## src/rtl/ether_tx_framer_pkg.sv

```systemverilog
`default_nettype none
// ============================================================================
// Module   : ether_pkg
// Brief    : Shared types and constants for the Ethernet transmit framer:
//            state encoding, preamble/SFD bytes and CRC-32 parameters.
// Revision : 1.0 - initial release
// ============================================================================
package ether_pkg;

  typedef enum logic [2:0] {
    IDLE     = 3'd0,
    PREAMBLE = 3'd1,
    SFD      = 3'd2,
    PAYLOAD  = 3'd3,
    PAD      = 3'd4,
    FCS      = 3'd5,
    IFG      = 3'd6
  } tx_state_e;

  localparam logic [7:0]  PREAMBLE_BYTE = 8'h55;
  localparam logic [7:0]  SFD_BYTE      = 8'hD5;
  localparam int          PREAMBLE_LEN  = 7;
  localparam logic [31:0] CRC_POLY      = 32'h04C11DB7;
  localparam logic [31:0] CRC_INIT      = 32'hFFFFFFFF;
  localparam int          FCS_LEN       = 4;

  // Bit-reverse a 32-bit word; the line CRC runs LSB-first, so the
  // polynomial is applied in reflected form.
  function automatic logic [31:0] reflect32(input logic [31:0] v);
    logic [31:0] r;
    r = '0;
    for (int i = 0; i < 32; i++) begin
      r[i] = v[31-i];
    end
    return r;
  endfunction

endpackage
`default_nettype wire

```

## src/rtl/ether_tx_framer_crc32_byte.sv

```systemverilog
`default_nettype none
// ============================================================================
// Module   : crc32_byte
// Brief    : Combinational single-byte step of the reflected Ethernet CRC-32.
//            The caller owns the CRC state register. Only built when
//            ETHER_TX_FCS_EN is defined; without it the framer has no CRC.
// Revision : 1.0 - initial release
// ============================================================================
`ifdef ETHER_TX_FCS_EN
module crc32_byte
  import ether_pkg::*;
(
  input  logic [31:0] crc_i,
  input  logic [7:0]  data_i,
  output logic [31:0] crc_o
);

  localparam logic [31:0] c_POLY_REFL = reflect32(CRC_POLY);

  logic [31:0] crc_v;

  // Fold the byte in, then shift out eight bits LSB-first.
  always_comb begin
    crc_v = crc_i ^ {24'h0, data_i};
    for (int i = 0; i < 8; i++) begin
      crc_v = crc_v[0] ? ((crc_v >> 1) ^ c_POLY_REFL) : (crc_v >> 1);
    end
    crc_o = crc_v;
  end

endmodule
`endif
`default_nettype wire

```

## src/rtl/ether_tx_framer.sv

```systemverilog
`default_nettype none
// ============================================================================
// Module   : ether_tx_framer
// Brief    : Byte-stream to RMII/MII line framer. Adds preamble and SFD,
//            zero-pads short payloads, optionally appends the CRC-32 FCS
//            and enforces the inter-frame gap.
//            Build option: define ETHER_TX_FCS_EN to include FCS generation.
// Revision : 1.0 - initial release
// ============================================================================
module ether_tx_framer
  import ether_pkg::*;
#(
  parameter int DW        = 2,
  parameter int MIN_BYTES = 60,
  parameter int IFG_BYTES = 12
) (
  input  logic          clk,
  input  logic          rst,
  input  logic [7:0]    s_data,
  input  logic          s_valid,
  input  logic          s_last,
  output logic          s_ready,
  output logic          axiov,
  output logic [DW-1:0] axiod,
  output logic          busy,
  output logic          tx_err
);

  localparam int          c_CPB         = 8 / DW;
  localparam int          c_IFG_CYC_RAW = (IFG_BYTES * 8) / DW;
  localparam int          c_IFG_CYC     = (c_IFG_CYC_RAW < 1) ? 1 : c_IFG_CYC_RAW;
  localparam logic [1:0]  c_LAST_PHASE  = 2'(c_CPB - 1);
  localparam logic [3:0]  c_DW          = 4'(DW);
  localparam logic [15:0] c_IFG_LAST    = 16'(c_IFG_CYC - 1);
  localparam logic [10:0] c_CNT_MAX     = 11'h7FF;
  localparam logic [11:0] c_MIN         = 12'(MIN_BYTES);
  localparam logic [2:0]  c_PRE_LAST    = 3'(PREAMBLE_LEN - 1);
`ifdef ETHER_TX_FCS_EN
  localparam logic [2:0]  c_FCS_LAST    = 3'(FCS_LEN - 1);
  localparam tx_state_e   c_AFTER_BODY  = FCS;
`else
  localparam tx_state_e   c_AFTER_BODY  = IFG;
`endif

  if (DW != 2 && DW != 4) begin : g_dw_check
    $error("ether_tx_framer: DW must be 2 or 4");
  end

  tx_state_e   state_q, state_d;
  logic [1:0]  phase_q, phase_d;   // chunk index within the current byte
  logic [2:0]  idx_q,   idx_d;     // byte index within PREAMBLE / FCS
  logic [10:0] cnt_q,   cnt_d;     // payload+pad bytes, saturating
  logic [7:0]  data_q,  data_d;    // payload byte currently on the line
  logic        last_q,  last_d;    // data_q is the final payload byte
  logic [15:0] ifg_q,   ifg_d;     // gap cycle counter

  logic        w_last_phase;
  logic [10:0] w_cnt_inc;
  logic        w_below_min;
  logic [7:0]  w_line_byte;

`ifdef ETHER_TX_FCS_EN
  logic [31:0] crc_q, crc_d;
  logic [31:0] w_crc_next;
  logic [7:0]  w_fcs_byte;

  crc32_byte u_crc (
    .crc_i  (crc_q),
    .data_i (w_line_byte),
    .crc_o  (w_crc_next)
  );

  assign w_fcs_byte = ~8'(crc_q >> {idx_q[1:0], 3'b000});
`endif

  assign w_last_phase = (phase_q == c_LAST_PHASE);
  assign w_cnt_inc    = (cnt_q == c_CNT_MAX) ? cnt_q : cnt_q + 11'd1;
  assign w_below_min  = ({1'b0, w_cnt_inc} < c_MIN);

  assign axiov   = (state_q != IDLE) && (state_q != IFG);
  assign busy    = (state_q != IDLE);
  assign s_ready = w_last_phase && ((state_q == SFD) || ((state_q == PAYLOAD) && !last_q));
  // A missing byte at the SFD handoff is treated like any other underrun.
  assign tx_err  = s_ready && !s_valid;

  // Select the byte currently being serialised onto the line.
  always_comb begin
    w_line_byte = 8'h00;
    case (state_q)
      PREAMBLE: w_line_byte = PREAMBLE_BYTE;
      SFD:      w_line_byte = SFD_BYTE;
      PAYLOAD:  w_line_byte = data_q;
`ifdef ETHER_TX_FCS_EN
      FCS:      w_line_byte = w_fcs_byte;
`endif
      default:  w_line_byte = 8'h00;
    endcase
  end

  // Serialise the line byte LSB-first, DW bits per cycle; quiet when idle.
  always_comb begin
    axiod = '0;
    if (axiov) begin
      axiod = DW'(w_line_byte >> ({2'b00, phase_q} * c_DW));
    end
  end

  // Next-state and datapath update for the framer.
  always_comb begin
    state_d = state_q;
    phase_d = phase_q;
    idx_d   = idx_q;
    cnt_d   = cnt_q;
    data_d  = data_q;
    last_d  = last_q;
    ifg_d   = ifg_q;
`ifdef ETHER_TX_FCS_EN
    crc_d   = crc_q;
`endif
    if (axiov) begin
      phase_d = w_last_phase ? 2'd0 : phase_q + 2'd1;
    end
    case (state_q)
      IDLE: begin
        if (s_valid) begin
          state_d = PREAMBLE;
          phase_d = 2'd0;
          idx_d   = 3'd0;
          cnt_d   = 11'd0;
          last_d  = 1'b0;
`ifdef ETHER_TX_FCS_EN
          crc_d   = CRC_INIT;
`endif
        end
      end
      PREAMBLE: begin
        if (w_last_phase) begin
          if (idx_q == c_PRE_LAST) begin
            state_d = SFD;
            idx_d   = 3'd0;
          end else begin
            idx_d = idx_q + 3'd1;
          end
        end
      end
      SFD: begin
        if (w_last_phase) begin
          if (s_valid) begin
            data_d  = s_data;
            last_d  = s_last;
            state_d = PAYLOAD;
          end else begin
            state_d = IFG;
            ifg_d   = 16'd0;
          end
        end
      end
      PAYLOAD: begin
        if (w_last_phase) begin
          cnt_d = w_cnt_inc;
`ifdef ETHER_TX_FCS_EN
          crc_d = w_crc_next;
`endif
          if (last_q) begin
            state_d = w_below_min ? PAD : c_AFTER_BODY;
            idx_d   = 3'd0;
            ifg_d   = 16'd0;
          end else if (s_valid) begin
            data_d = s_data;
            last_d = s_last;
          end else begin
            // Underrun: the current byte is complete, abandon the frame.
            state_d = IFG;
            ifg_d   = 16'd0;
          end
        end
      end
      PAD: begin
        if (w_last_phase) begin
          cnt_d = w_cnt_inc;
`ifdef ETHER_TX_FCS_EN
          crc_d = w_crc_next;
`endif
          if (!w_below_min) begin
            state_d = c_AFTER_BODY;
            idx_d   = 3'd0;
            ifg_d   = 16'd0;
          end
        end
      end
`ifdef ETHER_TX_FCS_EN
      FCS: begin
        if (w_last_phase) begin
          if (idx_q == c_FCS_LAST) begin
            state_d = IFG;
            ifg_d   = 16'd0;
          end else begin
            idx_d = idx_q + 3'd1;
          end
        end
      end
`endif
      IFG: begin
        if (ifg_q == c_IFG_LAST) begin
          state_d = IDLE;
        end else begin
          ifg_d = ifg_q + 16'd1;
        end
      end
      default: state_d = IDLE;
    endcase
  end

  // State and datapath registers, cleared asynchronously.
  always_ff @(posedge clk or posedge rst) begin
    if (rst) begin
      state_q <= IDLE;
      phase_q <= 2'd0;
      idx_q   <= 3'd0;
      cnt_q   <= 11'd0;
      data_q  <= 8'h00;
      last_q  <= 1'b0;
      ifg_q   <= 16'd0;
`ifdef ETHER_TX_FCS_EN
      crc_q   <= CRC_INIT;
`endif
    end else begin
      state_q <= state_d;
      phase_q <= phase_d;
      idx_q   <= idx_d;
      cnt_q   <= cnt_d;
      data_q  <= data_d;
      last_q  <= last_d;
      ifg_q   <= ifg_d;
`ifdef ETHER_TX_FCS_EN
      crc_q   <= crc_d;
`endif
    end
  end

endmodule
`default_nettype wire

```

## config.mk

```make
export PLATFORM = sky130hd
export DESIGN_NAME = ether_tx_framer
export DESIGN_NICKNAME = d
export VERILOG_FILES = /design/src/rtl/ether_tx_framer_pkg.sv /design/src/rtl/ether_tx_framer_crc32_byte.sv /design/src/rtl/ether_tx_framer.sv
export SDC_FILE = /design/constraint.sdc
export NUM_CORES = 1
export LEC_CHECK = 0
export ABC_AREA = 1
export CORE_MARGIN = 2
export CORE_UTILIZATION = 30
export DETAILED_ROUTE_END_ITERATION = 8
export PLACE_DENSITY = 0.43
export SKIP_CTS_REPAIR_TIMING = 1
export SYNTH_ARGS = -nofsm -noshare
export SYNTH_HDL_FRONTEND = slang
export SYNTH_SLANG_ARGS = --single-unit
```

## constraint.sdc

```tcl
create_clock -name clk -period 2.2 [get_ports clk]
set_input_delay 0.44 -clock clk [delete_from_list [all_inputs] [get_ports clk]]
set_output_delay 0.44 -clock clk [all_outputs]
set_load 0.05 [all_outputs]
```

# Word-level counts from Yosys, hierarchy flattened
# Cells that the tools add are included.
# word_totals
word_cells	109
input_bits	12
output_inout_bits	6
reg_bits	44
# classes
shifts	1
n_mux	51
reduce_logical	21
eq_ne	24
n_addsub	4
magnitude_cmp	1
# ops
operator	count
$mux W16	7
$pmux W16 S4	1
$mux W3	18
$mux W11	3
$mux W8	4
$ne A2 B2 Y1 const B	12
$pmux W8 S3	1
$pmux W11 S2	1
$pmux W3 S6	1
$add A16 B1 Y16 const B	1
$eq A16 B6 Y1 const B	1
$pmux W8 S2	1
$mux W2	6
$pmux W3 S4	1
$add A11 B1 Y11 const B	1
$eq A11 B11 Y1 const B	1
$lt A11 B6 Y1 const B	1
$eq A3 B3 Y1 const B	3
$reduce_and A9 Y1	1
$reduce_bool A4 Y1	2
$shr A8 B3 Y2	1
$reduce_and A7 Y1	1
$eq A3 B2 Y1 const B	2
$mux W1	6
other kinds (18)	25

# Longest topological paths before layout
# depth
ltp_word	7
ltp_mapped	13
depth_no_buf	13

# Worst setup path before layout
# OpenSTA, ideal clock, no wires.
# synth_timing
kind	reg-to-output
from	register state_q[2]
to	output port tx_err
arrival_time_ns	2.035
required_time_ns	1.760
path_stages_with_launch	8
setup_slack_ns	-0.275
n_path_buf	0
cell_sequence	dfrtp_1 inv_2 nand2_2 nor2_8 inv_2 nor2_4 nor2_2 nor3_1
# synth_between
elab_chain_cells	5
word_cells_on_any_way	6
cone_classes	2 x eq/ne; 4 x reduce/logical
# synth_lines
element	line	rtl
start: declaration	ether_tx_framer.sv:49	tx_state_e state_q, state_d;
start signal: assignment	ether_tx_framer.sv:228	state_q <= state_d;
$eq A3 B2 Y1	ether_tx_framer.sv:82	assign s_ready = w_last_phase && ((state_q == SFD) || ((state_q == PAYLOAD) && !last_q));
$logic_and A1 B1 Y1	ether_tx_framer.sv:82	
$logic_or A1 B1 Y1 (*)	ether_tx_framer.sv:82	
$logic_and A1 B1 Y1 (*)	ether_tx_framer.sv:82	
$logic_and A1 B1 Y1 (*)	ether_tx_framer.sv:84	assign tx_err = s_ready && !s_valid;
end: declaration	ether_tx_framer.sv:26	output logic tx_err
# Mark *: on every way between the ends. The rest lies on a longest branch, timed or not.

# Worst setup path after layout
# Ends and elaborated chain as after synthesis.

==> metrics <==
outcome=finished, final reports clean; largest net degree at the start of global routing=27; worst-case headroom to the max-slew limit=roughly 68%; endpoints failing hold=0; leakage power of the design=about 1.7 nW; dpl cells=584; slew at the pin with the worst max-slew slack=about 470 ps; vias after detailed routing=around 2.9k; biggest area contributors in the synthesized netlist=dfrtp_1 35%, nand2_1 12%, inv_1 6.2%, nand3_1 5.8%, nand2_2 4.3%; TritonCTS clock tree=yes; number of vias per cell=between 4 and 5; synth unique cells=46; cells after synthesis=429; post-placement setup slack=approximately 96 ps; Net count, final=around 480; RSZ-0062 raised after global routing=true; number of buffers inserted by port buffering=17; First-pass DRT Iterations=4; number of routed nets with antenna violations=0; Worst Path Max Fanout=5; count of placed standard cells in the final layout, fillers left out=approximately 600; average cell area after synthesis=~7.4 µm²; start-to-end type of the worst setup path=reg -> out; net count after synthesis=444; sum of internal, switching and leakage power=approximately 4.4 mW; number of violations of the max-capacitance limit=0; share of final-layout standard cells stronger than drive strength 1=between 20% and 30%; area of the die=between 10000 and 15000 µm²; yosys warns=0; area of the multi-input gates=1780 µm²; share of synthesized area occupied by flip-flops and latches=between 30% and 40%; number of levels in the clock H-tree=2; number of fill cells=1106; Pwr Density=approximately 1200 nW/µm²; global-route wire length before repair=between 10000 and 15000 µm; class of the most critical hold timing path=in -> async; placeable core region=approximately 10000 µm²; Peak VDD IR=around 0.00088 V; smallest setup slack after layout=40.4 ps; vertical die dimension=between 100 and 150 µm; Layout area overhead=17.8%; Slew Limit Fails=0; endpoint arrival time on the critical path=between 1500 and 2000 ps; Worst setup EP type=output port; storage element area=around 1100 µm²; overall overflow remaining after global route=0; shortest clock period the worst path allows after layout=about 2200 ps; clock insertion delay at the later pin of the skew report=approximately 300 ps; Worst EP required=1760 ps; Synth Cell Area=3170 µm²; number of buffers created by CTS=5; DRC violations left=0; Total Routed Length=between 7000 and 8000 µm; Boundary Pins=18; Die Span X=between 100 and 150 µm; sum of net half-perimeters after detailed placement=about 5800 µm; share of Yosys cell area claimed by the top area cell type=approximately a third; Root Driver=clkbuf_8; Routed WL per cell=approximately 13 µm; Setup TNS Final=0 ps; max frequency=approximately 460 MHz; Sink Count=44; number of antenna violations at the first check in global routing=0; worst hold margin=around 480 ps; Fin Clk Skew=roughly 8.3 ps; final count of negative-setup-slack endpoints=0; Clk pin slew, worst setup/hold paths=roughly 90 ps; Main synth FF type=dfrtp_1; global router's overall resource usage=around 15%; number of buffers on the longest clock path=2; weighted congestion at the end of routability-driven global placement=0.868; startpoint kind of the worst setup timing path=flop; Diodes inserted=0; post-route clock period utilization=98.2%; initial DRC count=204; initial cell density of the core=a little under a third; via count of the first global-routing pass=roughly 2.8k; flop and latch count out of synthesis=between 40 and 50; Synth area leader=dfrtp_1; number of core rows=37; number of enable-type register cells in the synthesized netlist=0; Post-synth ARST share=100%
synth_stat cells, drive strengths merged (2+ instances only):
cell / number
nand2: 122
inv: 60
nor2: 45
dfrtp: 44
nand3: 41
o21ai: 32
a21oi: 21
nand4: 11
buf: 7
nor3: 6
mux2: 4
o22ai: 4
xor2: 4
a22oi: 3
clkbuf: 3
ha: 3
o211ai: 3
or2: 3
a32oi: 2
xnor2: 2
critical path, cell delays in order (launching register included):
cell and delay, ps:
dfrtp_1 400, inv_2 80, nand2_4 90, nor2_8 150, inv_4 60, nor2_4 130
nor2_2 70, nor3_2 230, clkbuf_16 210
metrics by stage:
stage,util [%],area [µm²]
3_5_place_dp,34.8,3580
4_1_cts,35.7,3670
5_1_grt,36.4,3740
3_3_place_gp,34.8,3580
2_1_floorplan,-,3180
6_report,36.4,3740
cells by family (layout without fill, tap and decap cells):
group | count (synthesis) | count (layout) | synth area share [%]
mux | 4 | 4 | 1.66
fa+ha+maj | 3 | 3 | 1.18
xor+xnor | 6 | 6 | 1.66
compound gates | 71 | 71 | 14.1
simple gates | 231 | 231 | 36.8
buf+inv | 70 | 102 | 9.87
flops | 44 | 44 | 34.7
cell usage in the layout (no fill, tap or decap), types with 6 or more instances in the layout:
master | Yosys | layout
nand2_1 | 99 | 99
inv_1 | 52 | 49
dfrtp_1 | 44 | 43
nand3_1 | 37 | 37
nor2_1 | 34 | 32
nand2_2 | 22 | 21
o21ai_0 | 21 | 20
a21oi_1 | 20 | 19
buf_4 | 0 | 17
clkdlybuf4s50_1 | 0 | 11
inv_2 | 8 | 10
nand4_1 | 10 | 10
o21ai_2 | 8 | 8
nor2_4 | 7 | 7
clkbuf_8 | 0 | 6
area by class of cell:
type,count,area share (%)
inverters,60,6.10
well taps,136,4.55
clock buffers,8,2.41
flip-flops and latches,44,29.5
multi-input cells,315,47.7
repair buffers,34,9.71
metal layers:
| metal | wire length (µm) | global-route usage (%) |
|---|---|---|
| met5 | 0 | 0 |
| met2 | 3490 | 23.1 |
| met3 | 259 | 2.43 |
| met1 | 3710 | 20.1 |
| met4 | 149 | 4.82 |
report_power, final:
| group | internal [mW] | switching (mW) |
|---|---|---|
| Clock | 0.257 | 0.285 |
| Combinational | 0.944 | 1.51 |
| Sequential | 1.07 | 0.302 |
| Total | 2.27 | 2.09 |
flip-flops by register name, indices dropped and copies added, names as in the netlist:
register  cells
cnt_q        11
data_q        8
idx_q         3
ifg_q        16
last_q        1
phase_q       2
state_q       3
path summary, 6_finish.rpt:
check | startpoint | endpoint | slack, ps | cells after the start
max | state_q[2] | tx_err | 40 | 8
min | rst | cnt_q[6] | 480 | 2
max reg2reg | cnt_q[0] | ifg_q[9] | 180 | 11
min reg2reg | data_q[5] | data_q[5] | 520 | 2
max in group asynchronous | rst | last_q | 1210 | 3
min in group clk | data_q[5] | data_q[5] | 520 | 2
Power figures use the tool's default switching activity.
